**src/rtl/rom_pkg.sv**
```systemverilog
// Shared constants and state type for the program-ROM fetch path.
// Sized for the 4096 x 8 program ROM.
package rom_pkg;

   localparam int ROM_AW = 12;
   localparam int ROM_DW = 8;

   typedef enum logic [1:0] {
      IDLE  = 2'd0,
      FETCH = 2'd1,
      HOLD  = 2'd2
   } fetch_state_t;

endpackage

```
**src/rtl/pc_counter.sv**
```systemverilog
// Program counter with load-over-increment priority.
// Also produces a registered one-cycle pulse when the count rolls over from all-ones.
module pc_counter
   import rom_pkg::*;
#(
   parameter int AW = ROM_AW
) (
   input  logic          clk_i,
   input  logic          rst_ni,
   input  logic          load_i,
   input  logic [AW-1:0] load_val_i,
   input  logic          inc_i,
   output logic [AW-1:0] pc_o,
   output logic          wrap_o
);

   logic [AW-1:0] pc_q, pc_d;
   logic          wrap_q, wrap_d;

   // A load cancels an increment in the same cycle, so it can never report a wrap.
   always_comb begin
      pc_d   = pc_q;
      wrap_d = 1'b0;
      if (load_i) begin
         pc_d = load_val_i;
      end else if (inc_i) begin
         pc_d   = pc_q + AW'(1);
         wrap_d = &pc_q;
      end
   end

   always_ff @(posedge clk_i or negedge rst_ni) begin
      if (!rst_ni) begin
         pc_q   <= '0;
         wrap_q <= 1'b0;
      end else begin
         pc_q   <= pc_d;
         wrap_q <= wrap_d;
      end
   end

   assign pc_o   = pc_q;
   assign wrap_o = wrap_q;

endmodule

```
**src/rtl/rom_fetch.sv**
```systemverilog
// Sequential program-ROM reader.
// Drives the ROM address from the PC and hands each byte downstream as instruction/operand nibbles over valid/ready.
module rom_fetch
   import rom_pkg::*;
#(
   parameter int AW = ROM_AW,
   parameter int DW = ROM_DW
) (
   input  logic            clk,
   input  logic            reset,
   input  logic            start,
   input  logic            stop,
   input  logic            load,
   input  logic [AW-1:0]   load_addr,
   output logic [AW-1:0]   rom_addr,
   input  logic [DW-1:0]   rom_data,
   output logic [DW/2-1:0] instr,
   output logic [DW/2-1:0] oprnd,
   output logic            valid,
   input  logic            ready,
   output logic            busy,
   output logic            wrap
);

   fetch_state_t    state_q, state_d;
   logic            valid_q, valid_d;
   logic            stopPend_q, stopPend_d;
   logic [DW/2-1:0] instr_q, instr_d;
   logic [DW/2-1:0] oprnd_q, oprnd_d;
   logic            pcInc;

   pc_counter #(
      .AW(AW)
   ) u_pc (
      .clk_i      (clk),
      .rst_ni     (reset),
      .load_i     (load),
      .load_val_i (load_addr),
      .inc_i      (pcInc),
      .pc_o       (rom_addr),
      .wrap_o     (wrap)
   );

   // A stop arriving on the handshake cycle itself is honoured immediately.
   always_comb begin
      state_d    = state_q;
      valid_d    = valid_q;
      stopPend_d = stopPend_q;
      instr_d    = instr_q;
      oprnd_d    = oprnd_q;
      pcInc      = 1'b0;
      if (load) begin
         state_d    = IDLE;
         valid_d    = 1'b0;
         stopPend_d = 1'b0;
      end else begin
         unique case (state_q)
            IDLE: begin
               if (start) begin
                  state_d = FETCH;
               end
            end
            FETCH: begin
               state_d = HOLD;
               valid_d = 1'b1;
               instr_d = rom_data[DW-1:DW/2];
               oprnd_d = rom_data[DW/2-1:0];
               if (stop) begin
                  stopPend_d = 1'b1;
               end
            end
            HOLD: begin
               if (stop) begin
                  stopPend_d = 1'b1;
               end
               if (valid_q && ready) begin
                  pcInc   = 1'b1;
                  valid_d = 1'b0;
                  if (stopPend_q || stop) begin
                     state_d    = IDLE;
                     stopPend_d = 1'b0;
                  end else begin
                     state_d = FETCH;
                  end
               end
            end
            default: begin
               state_d = IDLE;
            end
         endcase
      end
   end

   always_ff @(posedge clk or negedge reset) begin
      if (!reset) begin
         state_q    <= IDLE;
         valid_q    <= 1'b0;
         stopPend_q <= 1'b0;
         instr_q    <= '0;
         oprnd_q    <= '0;
      end else begin
         state_q    <= state_d;
         valid_q    <= valid_d;
         stopPend_q <= stopPend_d;
         instr_q    <= instr_d;
         oprnd_q    <= oprnd_d;
      end
   end

   assign instr = instr_q;
   assign oprnd = oprnd_q;
   assign valid = valid_q;
   assign busy  = (state_q != IDLE);

endmodule

```
**config.mk**
```make
export PLATFORM = sky130hd
export DESIGN_NAME = rom_fetch
export DESIGN_NICKNAME = d
export VERILOG_FILES = /design/src/rtl/rom_pkg.sv /design/src/rtl/pc_counter.sv /design/src/rtl/rom_fetch.sv
export SDC_FILE = /design/constraint.sdc
export NUM_CORES = 1
export LEC_CHECK = 0
export ABC_CLOCK_PERIOD_IN_PS = 2600
export BUFFER_PORTS_ARGS = -buffer_cell sky130_fd_sc_hd__buf_2
export CORE_MARGIN = 2
export CORE_UTILIZATION = 47
export DETAILED_ROUTE_END_ITERATION = 12
export PLACE_DENSITY = 0.88
export SLEW_MARGIN = 20
export SYNTH_ARGS = -nofsm -noshare
export SYNTH_HDL_FRONTEND = slang
export SYNTH_HIERARCHICAL = 1
export SYNTH_SLANG_ARGS = --single-unit
export TNS_END_PERCENT = 50
```
**constraint.sdc**
```tcl
create_clock -name clk -period 2.6 [get_ports clk]
set_clock_uncertainty 0.2 [all_clocks]
set_input_delay 0.13 -clock clk [delete_from_list [all_inputs] [get_ports clk]]
set_output_delay 0.13 -clock clk [all_outputs]
set_load 0.005 [all_outputs]
```
Word level (Yosys, flattened, before mapping)
Cells that the tools add are included.

word-level totals
  register bits after elaboration = 25
  bits of input ports = 26
  output and inout port bits = 23
  word-level logic and storage cells = 43

cells by class
  add/sub/neg operators = 1
  equal/unequal tests = 4
  muxes and demuxes = 20
  bitwise gates (word level) = 1
  reduce and logical (&&, ||, !) cells = 10

operators with widths
  operator                 number
  $mux W12                 2
  $add A12 B1 Y12 const B  1
  $mux W1                  12
  $reduce_and A12 Y1       1
  $mux W2                  3
  $ne A3 B3 Y1 const B     2
  $pmux W2 S3              1
  $reduce_and A2 Y1        3
  $pmux W1 S2              2
  $reduce_bool A2 Y1       2
  $reduce_bool A3 Y1       1
  $eq A2 B1 Y1 const B     1
  $eq A2 B2 Y1 const B     1
  $logic_not A2 Y1         1
  $logic_and A1 B1 Y1      1
  $logic_or A1 B1 Y1       1
  $not A1 Y1               1

Longest topological paths before layout
Gate-level depths: netlist of run 1.

  depth after elaboration = 6
  mapped depth = 7
  depth with buffers taken out = 6

Hierarchy
Netlist of run 1, hierarchy kept.

by module, submodules not included
  module      times used  cells an instance  area an instance (um^2)  sequential area each (um^2)
  pc_counter  1           74                 695.7                    325.3
  rom_fetch   1           39                 561.8                    300.3

Least setup slack after synthesis of run 1
No wires, ideal clock.

  kind = register to register
  start point = reg state_q[0]
  end point = reg u_pc.wrap_q, in the netlist u_pc/wrap_o
  library setup time = 0.080 ns
  arrival = 1.796 ns
  required time = 2.320 ns
  path slack = 0.523 ns
  stages on the path, launching flop included = 7
  path buffers = 2
  period minus slack after synthesis = 2.077 ns
  cells stage by stage = dfrtp_1 buf_4 nor4b_1 buf_4 nand4_4 or4_4 nor3b_2

between the ends
  cells in the longest elaborated chain, start to end = 5

RTL lines
  item                      RTL line          source
  start: declaration        rom_fetch.sv:25   fetch_state_t state_q, state_d;
  start signal: assignment  rom_fetch.sv:102  state_q <= state_d;
  $eq A2 B2 Y1              rom_fetch.sv:57   unique case (state_q)
  $mux W1                   rom_fetch.sv:57
  $mux W1                   rom_fetch.sv:52   if (load) begin
  via pcInc                 rom_fetch.sv:30   logic pcInc;
  $mux W1                   pc_counter.sv:26  end else if (inc_i) begin
  $mux W1                   pc_counter.sv:24  if (load_i) begin
  via u_pc.wrap_d           pc_counter.sv:18  logic wrap_q, wrap_d;
  end signal: assignment    pc_counter.sv:38  wrap_q <= wrap_d;
  end: declaration          pc_counter.sv:18

The timed path passes the listed nets, and every way through them passes these cells.
A chain may end at the register's enable or synchronous reset.

Final worst setup path of run 1
Same ends and word-level chain as after synthesis.

==> flow_results.xml, run 1 <==
<?xml version="1.0" encoding="UTF-8"?>
<metrics>
  <group name="clock_network">
    <metric name="cts.repair.resized" unit="">0</metric>
    <metric name="clock_path_buffers" unit="">2</metric>
    <metric name="tritoncts_clock_tree" unit="">yes</metric>
    <metric name="htree_num_levels" unit="">1</metric>
    <metric name="cts_made_buffers" unit="">3</metric>
    <metric name="path_clk_slew" unit="ns">0.13</metric>
    <metric name="cts-root-buf" unit="">clkbuf_4</metric>
    <metric name="clkLatencyLatePin" unit="ns">0.31</metric>
    <metric name="cts_num_sinks" unit="">25</metric>
  </group>
  <group name="detailed_routing">
    <metric name="routed_wire_length_per_instance" unit="µm">13.37</metric>
    <metric name="routed_via_density" unit="">5.167</metric>
    <metric name="detailedRoute.firstIterationViolations" unit="">26</metric>
    <metric name="ant_nets" unit="">0</metric>
    <metric name="totalWireLength" unit="µm">2888</metric>
    <metric name="drt_drc_violations_left" unit="">0</metric>
    <metric name="firstDrtPassIters" unit="">4</metric>
    <metric name="vias" unit="">1116</metric>
  </group>
  <group name="critical_path">
    <metric name="timing.critical_path.required" unit="ns">2.64</metric>
    <metric name="endpoint_kind" unit="">flip-flop</metric>
    <metric name="crit_arrival" unit="ns">2.26</metric>
    <metric name="setup.worst_path.start_class" unit="">flip-flop</metric>
    <metric name="cp_max_fo" unit="">8</metric>
    <metric name="setup.worst_path.class" unit="">flip-flop to flip-flop</metric>
  </group>
  <group name="synthesis">
    <metric name="avgSynthCellArea" unit="µm²">11.13</metric>
    <metric name="top_cells_by_area_synth" unit="">dfrtp_1, mux2_4, nand2_1</metric>
    <metric name="yosys.area.top_type" unit="">dfrtp_1</metric>
    <metric name="yosys.cell_types.count" unit="">29</metric>
    <metric name="yosys_register_bits" unit="">25</metric>
    <metric name="synth.yosys.warnings" unit="">6</metric>
    <metric name="synth_top_area_share" unit="">0.4975</metric>
    <metric name="synth.yosys.seq_area_share" unit="">0.4975</metric>
    <metric name="synth_edf_count" unit="">0</metric>
    <metric name="synth.most_common_cell" unit="">dfrtp_1</metric>
    <metric name="synth_commonest_cells" unit="">dfrtp_1, nand2_1, o21ai_0</metric>
    <metric name="mappedNetlistArea" unit="µm²">1257</metric>
    <metric name="syn_nets" unit="">140</metric>
    <metric name="postSynth.asyncResetShare" unit="">1.000</metric>
    <metric name="post_synthesis_cell_count" unit="">113</metric>
    <metric name="synth_flop_cell" unit="">dfrtp_1</metric>
  </group>
  <group name="job">
    <metric name="cap_violations" unit="">0</metric>
  </group>
  <group name="global_route">
    <metric name="grt_pass1_wl" unit="µm">4871</metric>
    <metric name="grt_antenna_before_repair" unit="">0</metric>
    <metric name="grt_use_total" unit="">0.1975</metric>
    <metric name="grt_max_degree" unit="">31</metric>
    <metric name="global_route_congestion_overflow_total" unit="">0</metric>
    <metric name="grt_pass1_vias" unit="">1138</metric>
  </group>
  <group name="placement">
    <metric name="dpl.hpwl" unit="µm">2054</metric>
    <metric name="place_area" unit="µm²">1528</metric>
    <metric name="place_congestion" unit="">0.7125</metric>
    <metric name="io_buffers" unit="">48</metric>
  </group>
  <group name="sta">
    <metric name="tightestPinTransition" unit="ns">0.5336</metric>
    <metric name="clock.fmax" unit="GHz">0.4495</metric>
    <metric name="final.period_utilization" unit="">0.8556</metric>
    <metric name="period_minus_slack" unit="ns">2.225</metric>
    <metric name="report.final.slew_viol_count" unit="">0</metric>
    <metric name="finalHoldViolCount" unit="">0</metric>
    <metric name="tns" unit="ns">0</metric>
    <metric name="setup_viol_count_final" unit="">0</metric>
    <metric name="rsz_0062_raised_after_global_routing" unit="">false</metric>
    <metric name="timing.max_slew.rel_slack" unit="">0.6443</metric>
  </group>
  <group name="final_layout">
    <metric name="multi_input_area" unit="µm²">594.3</metric>
    <metric name="area_growth" unit="%">41.99</metric>
    <metric name="register_area" unit="µm²">625.6</metric>
    <metric name="design_area" unit="µm²">1785</metric>
    <metric name="antennaDiodeCount" unit="">0</metric>
    <metric name="drive_gt1_frac" unit="">0.3656</metric>
    <metric name="design.final.nets" unit="">214</metric>
    <metric name="n_fill_cell" unit="">178</metric>
  </group>
  <group name="power">
    <metric name="total_power" unit="mW">0.9006</metric>
    <metric name="p_leak" unit="nW">0.8324</metric>
    <metric name="irDropWorstVdd" unit="V">0.0003326</metric>
    <metric name="power.density_cell_area" unit="nW/µm²">504.4</metric>
  </group>
  <group name="floorplanning">
    <metric name="io_pins" unit="">49</metric>
    <metric name="design.die.area" unit="µm²">3105</metric>
    <metric name="dieHeight" unit="µm">55.73</metric>
    <metric name="die_x" unit="µm">55.73</metric>
    <metric name="core_area" unit="µm²">2500</metric>
    <metric name="initial_util" unit="">0.5030</metric>
    <metric name="site_row_count" unit="">18</metric>
  </group>
  <group name="outcome">
    <metric name="outcome" unit="">completed</metric>
  </group>
  <group name="worst_hold_path">
    <metric name="timing.hold.worst.class" unit="">primary input to flip-flop</metric>
  </group>
</metrics>
==> power breakdown <==
group / switching, mW / internal, mW / leakage (nW)
clock: 0.107 / 0.0574 / 0.0177
sequential: 0.0517 / 0.446 / 0.308
combinational: 0.0899 / 0.149 / 0.506
total: 0.249 / 0.652 / 0.832
==> state kept, by name, summed over array words and instances, names as in the netlist <==
name / count
instr: 4
oprnd: 4
state_q: 2
stopPend_q: 1
u_pc/pc_o: 12
u_pc/wrap_o: 1
valid: 1
==> critical path: stages (launching register included) <==
cell     delay [ns]
dfrtp_1        0.50
nor4b_1        0.34
buf_4          0.22
nand4_4        0.16
or4_4          0.55
nor3b_2        0.18
==> layout by cell type (no fill, tap or decap), drive strengths merged, types with 3 or more instances in the layout <==
cell         count
nor2             4
clkbuf           3
nand2           18
xor2             4
buf             50
o21ai           13
inv              4
mux2             8
nand4            4
xnor2            7
nor3             4
dlygate4sd3     23
dfrtp           25
==> per-layer routing <==
layer / GRT usage / vias to the layer above / part of all wire
met2: 0.3469 / 37 / 0.51
met3: 0.02791 / 6 / 0.048
met1: 0.2349 / 534 / 0.42
met4: 0.09756 / 0 / 0.021
met5: 0 / - / 0
li1: - / 539 / -
==> metrics by stage <==
step	hold WS, ns	std cells	util	setup WS, ns
after floorplan	-0.3656	113	-	0.5233
after global routing	0.06604	216	0.7142	0.3095
after CTS	0.03181	216	0.7142	0.4024
after global placement	-0.06492	189	0.6111	0.4899
final	0.04020	216	0.7142	0.3753
after detailed placement	-0.04843	189	0.6111	0.4498
==> area by class of cell <==
type,instances,share of cell area
multi-input combinational,80,0.3329
inverter,4,0.008409
tap,30,0.02102
clock buffer,3,0.01261
timing repair buffer,73,0.2719
sequential,25,0.3504
clock inverter,1,0.002803
==> path summary, 6_finish.rpt <==
path / slack [ns] / start / to / cells past startpoint
min: 0.04 / start / state_q[0] / 4
max: 0.38 / state_q[0] / u_pc/wrap_o / 5
max in group asynchronous: 1.73 / reset / u_pc/pc_o[7] / 2
min reg2reg: 0.32 / instr[2] / instr[2] / 1
min in group asynchronous: 0.11 / reset / stopPend_q / 2
max reg2reg: 0.38 / state_q[0] / u_pc/wrap_o / 5
==> kinds of logic (layout without fill, tap and decap cells) <==
logic type                 after synthesis  count (layout)  synth area share
buffers and inverters                    8              81           0.02985
and+or+nand+nor                         40              40            0.1960
adders and majority gates                1               1          0.009949
xor gates and xnor gates                11              11           0.07662
AOI/OAI and AO/OA                       18              18           0.07860
DFF                                     25              25            0.4975
muxes                                   10              10            0.1114
==> repair_timing <==
item | in CTS | in global routing
buffers inserted | 0 | 0
hold endpoints to repair | 48 | 0
hold buffers | 23 | 0
endpoints found under the setup margin | 0 | 0
Note: power is estimated with default switching activity, not from simulation.
==> run 2, diff against run 1 <==
--- a/config.mk
+++ b/config.mk
@@ -5,12 +5,13 @@
 export SDC_FILE = /design/constraint.sdc
 export NUM_CORES = 1
 export LEC_CHECK = 0
+export ABC_AREA = 1
 export ABC_CLOCK_PERIOD_IN_PS = 2600
 export BUFFER_PORTS_ARGS = -buffer_cell sky130_fd_sc_hd__buf_2
 export CORE_MARGIN = 2
-export CORE_UTILIZATION = 47
+export CORE_UTILIZATION = 49
 export DETAILED_ROUTE_END_ITERATION = 12
-export PLACE_DENSITY = 0.88
+export PLACE_DENSITY = 0.9
 export SLEW_MARGIN = 20
 export SYNTH_ARGS = -nofsm -noshare
 export SYNTH_HDL_FRONTEND = slang
==> run 2 against run 1 <==
Count of clock-buffer cells in the layout rose by 1. Sequential power is 5.2% higher. Via count up 24%. Wire length rose by 14%. First-iteration DRC count grew to 2.8 times the previous value. Setup slack better by 0.31 ns. Fmax increased by 16%. Critical path depth is 1 higher. Combinational power increased by 22%. Clock power increased by 6%. Highest routed layer unchanged.
==> flow_results.xml, run 2 <==
<?xml version="1.0" encoding="UTF-8"?>
<metrics>
  <group name="sta">
    <metric name="setup_viol_count_final" unit="">0</metric>
    <metric name="finalHoldViolCount" unit="">0</metric>
    <metric name="final_critical_path_setup_slack" unit="ns">0.6896</metric>
    <metric name="timing.max_slew.rel_slack" unit="">0.4562</metric>
    <metric name="report.final.slew_viol_count" unit="">0</metric>
    <metric name="rsz_0062_raised_after_global_routing" unit="">false</metric>
    <metric name="tns" unit="ns">0</metric>
    <metric name="clock.fmax" unit="GHz">0.5235</metric>
    <metric name="final.hold.worst_slack" unit="ns">0.01801</metric>
    <metric name="tightestPinTransition" unit="ns">0.8127</metric>
    <metric name="final.period_utilization" unit="">0.7348</metric>
    <metric name="period_minus_slack" unit="ns">1.910</metric>
  </group>
  <group name="global_route">
    <metric name="grt_pass1_vias" unit="">1321</metric>
    <metric name="global_route_congestion_overflow_total" unit="">0</metric>
    <metric name="grt_max_degree" unit="">26</metric>
    <metric name="grt_use_total" unit="">0.2181</metric>
    <metric name="grt_antenna_before_repair" unit="">0</metric>
    <metric name="grt_pass1_wl" unit="µm">5540</metric>
  </group>
  <group name="detailed_routing">
    <metric name="drt_drc_violations_left" unit="">0</metric>
    <metric name="totalWireLength" unit="µm">3298</metric>
    <metric name="firstDrtPassIters" unit="">4</metric>
    <metric name="ant_nets" unit="">0</metric>
    <metric name="detailedRoute.firstIterationViolations" unit="">74</metric>
    <metric name="vias" unit="">1387</metric>
    <metric name="routed_via_density" unit="">5.118</metric>
    <metric name="routed_wire_length_per_instance" unit="µm">12.17</metric>
  </group>
  <group name="floorplanning">
    <metric name="die_x" unit="µm">56.78</metric>
    <metric name="io_pins" unit="">49</metric>
    <metric name="site_row_count" unit="">19</metric>
    <metric name="dieHeight" unit="µm">56.78</metric>
    <metric name="core_area" unit="µm²">2710</metric>
    <metric name="initial_util" unit="">0.5037</metric>
    <metric name="design.die.area" unit="µm²">3224</metric>
  </group>
  <group name="critical_path">
    <metric name="cell_breakdown_of_the_critical_path" unit="">inv_2 &gt; nand2_2 &gt; nor3_1 &gt; nor2_1 &gt; a22oi_1 &gt; o21ai_1</metric>
    <metric name="timing.critical_path.required" unit="ns">2.66</metric>
    <metric name="worst_path_largest_cell_delay" unit="ns">0.64</metric>
    <metric name="critical-path-slowest-cell" unit="">nor2_1</metric>
    <metric name="timing.critical_path.buf_inv" unit="">1</metric>
    <metric name="critical_path.top_delay_family" unit="">simple AND/OR/NAND/NOR gates</metric>
    <metric name="setup.worst_path.class" unit="">flip-flop to flip-flop</metric>
    <metric name="crit_arrival" unit="ns">1.97</metric>
    <metric name="setup.worst_path.start_class" unit="">flip-flop</metric>
    <metric name="endpoint_kind" unit="">flip-flop</metric>
    <metric name="cp_max_fo" unit="">11</metric>
  </group>
  <group name="placement">
    <metric name="place_area" unit="µm²">1623</metric>
    <metric name="io_buffers" unit="">48</metric>
    <metric name="placement.setup.worst_slack" unit="ns">0.7873</metric>
    <metric name="dpl.hpwl" unit="µm">2160</metric>
    <metric name="place_congestion" unit="">0.8271</metric>
    <metric name="post-place-cells" unit="">243</metric>
  </group>
  <group name="clock_network">
    <metric name="cts.repair.resized" unit="">0</metric>
    <metric name="tritoncts_clock_tree" unit="">yes</metric>
    <metric name="post_cts_buffers" unit="">0</metric>
    <metric name="cts-hold-fix-buffers" unit="">24</metric>
    <metric name="path_clk_slew" unit="ns">0.14</metric>
    <metric name="cts_made_buffers" unit="">3</metric>
    <metric name="cts_num_sinks" unit="">25</metric>
    <metric name="clock_path_buffers" unit="">2</metric>
    <metric name="htree_num_levels" unit="">1</metric>
    <metric name="cts-root-buf" unit="">clkbuf_4</metric>
    <metric name="clkLatencyLatePin" unit="ns">0.32</metric>
  </group>
  <group name="synthesis">
    <metric name="mappedNetlistArea" unit="µm²">1365</metric>
    <metric name="synth_commonest_cells" unit="">nand2_1, dfrtp_1, inv_1</metric>
    <metric name="synth_top_area_share" unit="">0.4583</metric>
    <metric name="synth.yosys.warnings" unit="">6</metric>
    <metric name="yosys.cell_types.count" unit="">25</metric>
    <metric name="postSynth.asyncResetShare" unit="">1.000</metric>
    <metric name="yosys_register_bits" unit="">25</metric>
    <metric name="top_cells_by_area_synth" unit="">dfrtp_1, nand2_1, o21ai_2</metric>
    <metric name="synth.yosys.seq_area_share" unit="">0.4583</metric>
    <metric name="post_synthesis_cell_count" unit="">167</metric>
    <metric name="synth_edf_count" unit="">0</metric>
    <metric name="avgSynthCellArea" unit="µm²">8.174</metric>
    <metric name="syn_nets" unit="">194</metric>
    <metric name="synth_flop_cell" unit="">dfrtp_1</metric>
    <metric name="yosys.area.top_type" unit="">dfrtp_1</metric>
    <metric name="synth.most_common_cell" unit="">nand2_1</metric>
  </group>
  <group name="final_layout">
    <metric name="drive_gt1_frac" unit="">0.3125</metric>
    <metric name="design.final.nets" unit="">268</metric>
    <metric name="layout.cells.most_common" unit="">buf_2</metric>
    <metric name="n_fill_cell" unit="">212</metric>
    <metric name="design_area" unit="µm²">1889</metric>
    <metric name="post_layout_nonfiller_instances" unit="">271</metric>
    <metric name="largest_register_ffs" unit="">12</metric>
    <metric name="multi_input_area" unit="µm²">635.6</metric>
    <metric name="mostFrequentLayoutCells" unit="">buf_2, nand2_1, dfrtp_1</metric>
    <metric name="postLayoutCoreUtil" unit="">0.6971</metric>
    <metric name="area_growth" unit="%">38.41</metric>
    <metric name="register_area" unit="µm²">625.6</metric>
    <metric name="antennaDiodeCount" unit="">0</metric>
  </group>
  <group name="power">
    <metric name="p_leak" unit="nW">0.9652</metric>
    <metric name="power.density_cell_area" unit="nW/µm²">523.9</metric>
    <metric name="irDropWorstVdd" unit="V">0.0004185</metric>
    <metric name="total_power" unit="mW">0.9898</metric>
  </group>
  <group name="job">
    <metric name="cap_violations" unit="">0</metric>
  </group>
  <group name="worst_hold_path">
    <metric name="timing.hold.worst.class" unit="">primary input to flip-flop</metric>
  </group>
  <group name="outcome">
    <metric name="outcome" unit="">completed</metric>
  </group>
</metrics>
-- run 2: cell types whose count changed in the layout (fill, tap and decap cells not counted), moves of 9 or more --
cell and change:
a22oi_1 +9, inv_1 +12, nand2_1 +26, nand3_1 +12
nor2_1 +11
-- run 2: power breakdown --
| group | internal (mW) | switching [mW] | total, mW |
|---|---|---|---|
| clock network | 0.0600 | 0.114 | 0.174 |
| logic | 0.149 | 0.143 | 0.292 |
| registers | 0.461 | 0.0626 | 0.524 |
| total | 0.670 | 0.320 | 0.990 |
-- run 2: path summary, 6_finish.rpt --
path                            start            end  slack [ns]  cells after the start
max reg2reg                state_q[0]   u_pc/pc_o[5]        0.69                      6
min                              load   u_pc/pc_o[0]        0.02                      3
min reg2reg                  instr[1]       instr[1]        0.30                      2
min in group asynchronous       reset  u_pc/pc_o[10]        0.10                      2
max                        state_q[0]   u_pc/pc_o[5]        0.69                      6
max in group asynchronous       reset       oprnd[1]        1.72                      2
-- run 2: worst min-delay path, stage by stage --
cell and delay (ns):
buf_2 0.20, nand2_1 0.09, o211ai_1 0.07
-- run 2: logic make-up (layout without fill, tap and decap cells) --
group / after synthesis / count (layout) / share of synthesized area
compound gates: 28 / 28 / 0.1430
buf+inv: 25 / 98 / 0.07608
simple gates: 85 / 85 / 0.2942
fa+ha+maj: 1 / 1 / 0.009164
flops: 25 / 25 / 0.4583
xor+xnor: 3 / 3 / 0.01925
-- run 2: final cells by class --
cell class / count / share of cell area
Timing Repair Buffer: 72 / 0.2543
Sequential cell: 25 / 0.3311
Multi-Input combinational cell: 117 / 0.3364
Tap cell: 31 / 0.02053
Clock buffer: 4 / 0.01391
Inverter: 22 / 0.04371
-- run 2: routing by layer --
metal	wire length, µm	GRT usage	vias up
li1	-	-	690
met1	1400	0.2578	628
met2	1627	0.3920	63
met3	224	0.03687	6
met4	45	0.08306	0
met5	0	0	-
